## config.mk

```make
export PLATFORM = sky130hd
export DESIGN_NAME = hazard_pipe
export DESIGN_NICKNAME = d
export VERILOG_FILES = /design/src/rtl/hazard_pipe.sv
export SDC_FILE = /design/constraint.sdc
export NUM_CORES = 1
export LEC_CHECK = 0
export ABC_AREA = 1
export CAP_MARGIN = 20
export CORE_ASPECT_RATIO = 1.2
export CORE_MARGIN = 5
export CORE_UTILIZATION = 25
export CTS_BUF_LIST = sky130_fd_sc_hd__clkbuf_2
export CTS_CLUSTER_SIZE = 20
export DETAILED_ROUTE_END_ITERATION = 10
export SYNTH_ARGS = -nofsm -noshare
export SYNTH_HDL_FRONTEND = slang
export SYNTH_SLANG_ARGS = --single-unit
```

## constraint.sdc

```tcl
create_clock -name clk -period 4.1 [get_ports clk]
set_input_delay 0.41 -clock clk [delete_from_list [all_inputs] [get_ports clk]]
set_output_delay 0.41 -clock clk [all_outputs]
set_load 0.02 [all_outputs]
```

## src/rtl/hazard_pipe.sv

```systemverilog
// Hazard tracking pipeline for a 5-stage MIPS-style core: follows GPR writes
// through E/M/W and produces stall enables, forwarding selects and a stall counter.
module hazard_pipe (
  input  logic        clk,
  input  logic        reset,
  input  logic        isStall,
  input  logic        D_regW,
  input  logic [4:0]  D_regWa,
  input  logic [1:0]  D_Tnew,
  input  logic [4:0]  D_rs,
  input  logic [4:0]  D_rt,
  output logic        E_regW,
  output logic [4:0]  E_regWa,
  output logic [1:0]  E_Tnew,
  output logic        M_regW,
  output logic [4:0]  M_regWa,
  output logic [1:0]  M_Tnew,
  output logic        W_regW,
  output logic [4:0]  W_regWa,
  output logic        pcEn,
  output logic        fdEn,
  output logic        deClr,
  output logic [1:0]  D_fwdRs,
  output logic [1:0]  D_fwdRt,
  output logic [1:0]  E_fwdRs,
  output logic [1:0]  E_fwdRt,
  output logic        M_fwdRt,
  output logic [31:0] stallCnt
);

  logic        e_regw_r, m_regw_r, w_regw_r;
  logic [4:0]  e_regwa_r, m_regwa_r, w_regwa_r;
  logic [1:0]  e_tnew_r, m_tnew_r;
  logic [4:0]  e_rs_r, e_rt_r, m_rt_r;
  logic [31:0] stall_cnt_r;

  function automatic logic [1:0] tnew_dec(input logic [1:0] t);
    if (t == 2'd0) tnew_dec = 2'd0;
    else           tnew_dec = t - 2'd1;
  endfunction

  // D-stage select: 2 = E result, 1 = M result; the younger producer wins
  function automatic logic [1:0] d_sel(input logic [4:0] src,
                                       input logic ew, input logic [4:0] ewa, input logic [1:0] et,
                                       input logic mw, input logic [4:0] mwa, input logic [1:0] mt);
    if (src == 5'd0)                              d_sel = 2'd0;
    else if (ew && (ewa == src) && (et == 2'd0))  d_sel = 2'd2;
    else if (mw && (mwa == src) && (mt == 2'd0))  d_sel = 2'd1;
    else                                          d_sel = 2'd0;
  endfunction

  // E-stage select: 1 = M result, 2 = W result
  function automatic logic [1:0] e_sel(input logic [4:0] src,
                                       input logic mw, input logic [4:0] mwa, input logic [1:0] mt,
                                       input logic ww, input logic [4:0] wwa);
    if (src == 5'd0)                              e_sel = 2'd0;
    else if (mw && (mwa == src) && (mt == 2'd0))  e_sel = 2'd1;
    else if (ww && (wwa == src))                  e_sel = 2'd2;
    else                                          e_sel = 2'd0;
  endfunction

  // E stage: take the D instruction, or a bubble while stalled
  always_ff @(posedge clk) begin
    if (reset || isStall) begin
      e_regw_r  <= 1'b0;
      e_regwa_r <= 5'd0;
      e_tnew_r  <= 2'd0;
      e_rs_r    <= 5'd0;
      e_rt_r    <= 5'd0;
    end else begin
      e_regw_r  <= D_regW && (D_regWa != 5'd0);
      e_regwa_r <= D_regWa;
      e_tnew_r  <= tnew_dec(D_Tnew);
      e_rs_r    <= D_rs;
      e_rt_r    <= D_rt;
    end
  end

  // M and W stages advance every cycle
  always_ff @(posedge clk) begin
    if (reset) begin
      m_regw_r  <= 1'b0;
      m_regwa_r <= 5'd0;
      m_tnew_r  <= 2'd0;
      m_rt_r    <= 5'd0;
      w_regw_r  <= 1'b0;
      w_regwa_r <= 5'd0;
    end else begin
      m_regw_r  <= e_regw_r && (e_regwa_r != 5'd0);
      m_regwa_r <= e_regwa_r;
      m_tnew_r  <= tnew_dec(e_tnew_r);
      m_rt_r    <= e_rt_r;
      w_regw_r  <= m_regw_r && (m_regwa_r != 5'd0);
      w_regwa_r <= m_regwa_r;
    end
  end

  // Saturating stall-cycle counter
  always_ff @(posedge clk) begin
    if (reset) begin
      stall_cnt_r <= 32'd0;
    end else if (isStall && (stall_cnt_r != 32'hFFFF_FFFF)) begin
      stall_cnt_r <= stall_cnt_r + 32'd1;
    end else begin
      stall_cnt_r <= stall_cnt_r;
    end
  end

  // Zero-latency enables and forwarding selects
  always_comb begin
    pcEn    = ~isStall;
    fdEn    = ~isStall;
    deClr   = isStall;
    D_fwdRs = d_sel(D_rs, e_regw_r, e_regwa_r, e_tnew_r, m_regw_r, m_regwa_r, m_tnew_r);
    D_fwdRt = d_sel(D_rt, e_regw_r, e_regwa_r, e_tnew_r, m_regw_r, m_regwa_r, m_tnew_r);
    E_fwdRs = e_sel(e_rs_r, m_regw_r, m_regwa_r, m_tnew_r, w_regw_r, w_regwa_r);
    E_fwdRt = e_sel(e_rt_r, m_regw_r, m_regwa_r, m_tnew_r, w_regw_r, w_regwa_r);
    M_fwdRt = w_regw_r && (w_regwa_r == m_rt_r) && (m_rt_r != 5'd0);
  end

  assign E_regW   = e_regw_r;
  assign E_regWa  = e_regwa_r;
  assign E_Tnew   = e_tnew_r;
  assign M_regW   = m_regw_r;
  assign M_regWa  = m_regwa_r;
  assign M_Tnew   = m_tnew_r;
  assign W_regW   = w_regw_r;
  assign W_regWa  = w_regwa_r;
  assign stallCnt = stall_cnt_r;

endmodule
```

; Word-level counts from Yosys, hierarchy flattened
; Cells that the tools add are included.
[classes]
bitwise = 1
eq_ne = 10
n_mux = 12
add_sub_neg = 3
n_reduce_logical = 34
[op_table]
columns = cell, n
row1 = equality test 5 bit, 9
row2 = "adder 32 x 1 -> 32 bit, second input constant", 1
row3 = "!= test 32 bit, second input constant", 1
row4 = logical AND 1 bit, 20
row5 = zero test 5 bit, 4
row6 = 2-to-1 mux 2 bit, 10
row7 = nonzero test 5 bit, 4
row8 = zero test 2 bit, 3
row9 = OR reduction 2 bit, 2
row10 = "subtractor 2 x 1 -> 2 bit, second input constant", 2
row11 = 2-to-1 mux 1 bit, 2
row12 = logical OR 1 bit, 1
row13 = inverter 1 bit, 1
[word_totals]
output_inout_bits = 66
wordCells = 72
register_bits = 69

; Depth between registers and ports, before layout
[logic_depth]
word_depth = 6
depth_mapped = 11
mapped_depth_nobuf = 10

; Worst setup path before layout
; OpenSTA, ideal clock, no wires.
[synth_timing]
path_type = register to output
start = register e_tnew_r[0] (netlist: E_Tnew[0])
end = output port D_fwdRs[1]
stages_incl_launch_ff = 7
setup_slack_ns = 2.240
arrival_time_ns = 1.450
path_cell_list = dfxtp_1 inv_1 ha_1 nand2_1 a21oi_1 nand4_1 nor3b_1
[synth_via]
elab_chain_cells = 4
[synth_lines]
columns = item, line_no
row1 = "start, declared", 33  ; logic [1:0] e_tnew_r, m_tnew_r;
row2 = "start signal, assigned", 73  ; e_tnew_r <= tnew_dec(D_Tnew);
row3 = zero test 2 bit, 47  ; else if (ew && (ewa == src) && (et == 2'd0)) d_sel = 2'd2;
row4 = logical AND 1 bit, 47
row5 = 2-to-1 mux 2 bit, 47
row6 = 2-to-1 mux 2 bit, 46  ; if (src == 5'd0) d_sel = 2'd0;
row7 = "end, declared", 23  ; output logic [1:0] D_fwdRs,
; No other way between the ends.

; Final worst setup path
[layout_timing]
start = register m_regwa_r[1] (netlist: M_regWa[1])
end = output port E_fwdRt[0]
[layout_via]
elab_chain_cells = 5
[layout_lines]
columns = item, line_no
row1 = "start, declared", 32  ; logic [4:0] e_regwa_r, m_regwa_r, w_regwa_r;
row2 = "start signal, assigned", 90  ; m_regwa_r <= e_regwa_r;
row3 = equality test 5 bit, 57  ; else if (mw && (mwa == src) && (mt == 2'd0)) e_sel = 2'd1;
row4 = logical AND 1 bit (2 in series), 57
row5 = 2-to-1 mux 2 bit, 57
row6 = 2-to-1 mux 2 bit, 56  ; if (src == 5'd0) e_sel = 2'd0;
row7 = "end, declared", 26  ; output logic [1:0] E_fwdRt,
; No other way between the ends.

==> results.md <==
- Across the VDD grid, the largest voltage drop is 0.129 mV.
- For this design the total switching power over the nets is 0.358 mW.
- Using the TritonRoute via totals, the vias-per-cell ratio works out to 4.50.
- The combined global-route utilization of all metal layers is 12.8%.
- Max-cap violations in this run came to 0.
- The sequential power share is 53.5%.
- The total number of vias is 3947.
- The number of buffers between clock root and the deepest sink is 2.
- The later-pin clock latency in the skew report is 0.53 ns.
- The residual DRC count is 0.
- The synthesized netlist occupies a cell area of 3740 µm².
- The master cell of the clock root buffer is sky130_fd_sc_hd__clkbuf_2.
- Post-CTS repair changed the size of 0 cells.
- The number of max-slew violations in the final report is 0.
- Measured on the finished design, the core utilization comes to 33.2%.
- The power density normalized to cell area is 266 nW/µm².
- The most critical setup path has its startpoint at M_regWa[1].
- The number of clock buffers inserted by TritonCTS is 9.
- Setup violations remaining at the end of the flow were counted as 0.
- The number of nets handed over by synthesis was 607.
- The total number of nets in the final design is 692.
- The path class of the lowest-slack min-delay path is in -> reg.
- The violation count after the first detailed-route iteration is 287.
- The startpoint of the worst-slack reg-to-reg timing path is stallCnt[0].
- The count of hold-fix buffers inserted at cts is 0.
- The chip width is 122 µm.
- For the pin with the worst max-slew slack, the measured transition is 0.550 ns.
- The worst hold-check slack is 0.397 ns.
- The placeable core region is 14800 µm².
- The number of iterations in the first detailed-routing pass is 4.
- Timing analysis after detailed placement gives a worst setup slack of 1.25 ns.
- The filler cell count in the final layout is 1672.
- The final routed wirelength across all metal layers is 11000 µm.
- The ratio of cells with drive above 1 in the final layout is 4.01%.
- The total congestion overflow is 0.
- The proportion of power drawn by the clock network is 36.1%.
- The number of register bits inferred by synthesis is 69.
- The starting density of the core is 25.2%.
- During placement, the flow inserted port buffers numbering 86.
- The H-tree was split into 3 levels.
- Of the total power, the share spent switching nets is 27.3%.
- The average footprint of a synthesized cell is 6.41 µm².
- The first global-routing pass estimated 18100 µm of wire.
- The total half-perimeter wirelength after legalization and detailed placement is 8410 µm.
- The worst setup path is captured at an output pin.
- The largest fanout on the critical path is 6.
- The arrival time at the worst endpoint is 2.52 ns.
- The area growth from synthesis to layout is 31.9%.
- The power share of the combinational group is 10.4%.
- The post-route cell area is 4930 µm².
- The total count of hold-check failures in the final report is 0.
- After synthesis, flip-flops and latches occupy 37.0% of the total area.
- The number of post-CTS setup repair buffers is 0.
- The kind of launch point of the worst setup path is a flip-flop.
- The critical path is of the reg -> out type.
- The distinct cell type count after synthesis is 33.
- The period utilization is 71.5%.
- The clock period could shrink to 2.93 ns.
- The flow ran to the end, and the final reports show no timing, DRC or antenna violations.
- Across the routed clock network, the largest skew measured is 0.0224 ns.
- After floorplanning, the core was divided into 49 placement rows.
- The final antenna-violating net count is 0.
- In this run the tightest slew margin relative to its limit is 63.4%.
- The final worst slack is 1.17 ns.
- Setup repair after global routing left no endpoint under its margin.
- 87 I/O pins were placed.
- The clock net in this run drives a total of 69 sinks.
- The data required time of the critical path is 3.69 ns.
- The area enclosed by the die boundary is 17500 µm².
- The cell count after synthesis is 583.
- The leakage power total is 2.03 nW.
- In the final routed layout, each cell accounts on average for 12.6 µm.
- The number of antenna violations at the first check in global routing is 0.
- The maximum clock frequency is 0.341 GHz.
- The maximum number of pins on one net before global-route repair is 53.
- TritonCTS built the clock tree.
- After clock tree synthesis, the clock-pin slew on the worst setup and hold paths is 0.21 ns.
- The last weighted congestion value of the routability-driven placer is 0.882.
- The height of the die is 144 µm.
- The post-route setup TNS is 0 ns.
- The Yosys step of the flow raised 0 warnings.
- The standard cell area after detailed placement is 4780 µm².
- The startpoint identified for the worst hold timing path is D_regWa[1].
- The number of global-route vias before repair is 3710.
- The internal power summed over all cells is 0.951 mW.
- The repair_antennas step left the layout with diodes totalling 0.
-- path summary, 6_finish.rpt --
check / to / slack [ns] / cells after the start
max: E_fwdRt[0] / 1.17 / 6
min: E_regWa[1] / 0.40 / 3
max reg2reg: stallCnt[20] / 1.95 / 10
min reg2reg: M_Tnew[0] / 0.46 / 1
-- cells in the final DEF, fill, tap and decap left out, types with 9 or more instances in the layout --
cell                                n
sky130_fd_sc_hd__a21oi_1           31
sky130_fd_sc_hd__clkbuf_2           9
sky130_fd_sc_hd__clkdlybuf4s50_1   86
sky130_fd_sc_hd__dfxtp_1           69
sky130_fd_sc_hd__inv_1             84
sky130_fd_sc_hd__nand2_1          125
sky130_fd_sc_hd__nand3_1           45
sky130_fd_sc_hd__nand4_1           14
sky130_fd_sc_hd__nor2_1           119
sky130_fd_sc_hd__nor3_1            20
sky130_fd_sc_hd__o22ai_1           14
sky130_fd_sc_hd__xor2_1            11
-- per-layer routing --
layer,global-route usage (%),up-vias,routed length (µm),share of wire (%)
li1,-,2033,-,-
met5,0,-,0,0
met2,21.7,129,5110,46
met3,3.46,22,717,6.5
met1,15.6,1763,4990,45
met4,4.72,0,219,2.0
-- critical path, stage by stage (launching register included) --
cell and delay [ns]:
sky130_fd_sc_hd__dfxtp_1 0.43, sky130_fd_sc_hd__inv_1 0.23, sky130_fd_sc_hd__nand2_1 0.08, sky130_fd_sc_hd__a21oi_1 0.14, sky130_fd_sc_hd__nand2_1 0.09, sky130_fd_sc_hd__nor4_1 0.33, sky130_fd_sc_hd__clkdlybuf4s50_1 0.70
-- power groups by stage --
stage / clock [mW] / sequential [mW] / combinational, mW
2_1_floorplan: 0 / 0.720 / 0.0678
3_3_place_gp: 0 / 0.714 / 0.136
3_5_place_dp: 0 / 0.714 / 0.137
4_1_cts: 0.496 / 0.701 / 0.137
5_1_grt: 0.521 / 0.704 / 0.152
6_report: 0.472 / 0.701 / 0.136
-- final cells by class --
cell class / count / area (µm²) / area share, %
Tap cell: 204 / 255 / 5.18
Inverter: 86 / 323 / 6.55
Timing Repair Buffer: 88 / 876 / 17.8
Clock buffer: 9 / 45.0 / 0.914
Sequential cell: 69 / 1380 / 28.0
Clock inverter: 7 / 97.6 / 1.98
Multi-Input combinational cell: 414 / 1950 / 39.6
-- kinds of logic (layout without fill, tap and decap cells) --
group / after synthesis / in the layout / share of synthesized area (%)
buffers and inverters: 100 / 190 / 10.9
DFF: 69 / 69 / 37.0
adders and majority gates: 3 / 3 / 1.00
AOI/OAI and AO/OA: 57 / 57 / 8.91
and+or+nand+nor: 339 / 339 / 38.7
xor gates and xnor gates: 15 / 15 / 3.52
-- synth_stat cells, drive strengths merged --
library cell / instances / area, µm²
o2111a: 1 / 11.3
nor3b: 1 / 7.51
o311ai: 3 / 26.3
nor4: 3 / 18.8
xor2: 11 / 96.3
xnor2: 4 / 35.0
and3: 1 / 6.26
dfxtp: 69 / 1380
and2: 1 / 6.26
o21ai: 4 / 20.0
a211oi: 2 / 15.0
inv: 84 / 315
a221oi: 1 / 8.76
a21oi: 31 / 155
buf: 8 / 60.1
o2111ai: 1 / 8.76
nand2: 127 / 482
nor3: 20 / 100
ha: 3 / 37.5
nand3b: 1 / 7.51
clkinv: 2 / 7.51
clkbuf: 6 / 22.5
o22ai: 14 / 87.6
nand4: 14 / 87.6
or2: 1 / 6.26
nand3: 46 / 243
nor2: 124 / 483
-- through the flow --
stage / power, mW / cells
4_1_cts: 1.33 / 877
2_1_floorplan: 0.788 / 583
3_3_place_gp: 0.851 / 861
5_1_grt: 1.38 / 877
6_report: 1.31 / 877
3_5_place_dp: 0.851 / 861
-- state kept, by name, summed over array words and instances, names as in the netlist --
name      count
stallCnt     32
E_regWa       5
M_regWa       5
W_regWa       5
e_rs_r        5
e_rt_r        5
m_rt_r        5
E_Tnew        2
M_Tnew        2
E_regW        1
M_regW        1
W_regW        1
Power figures use the tool's default switching activity.
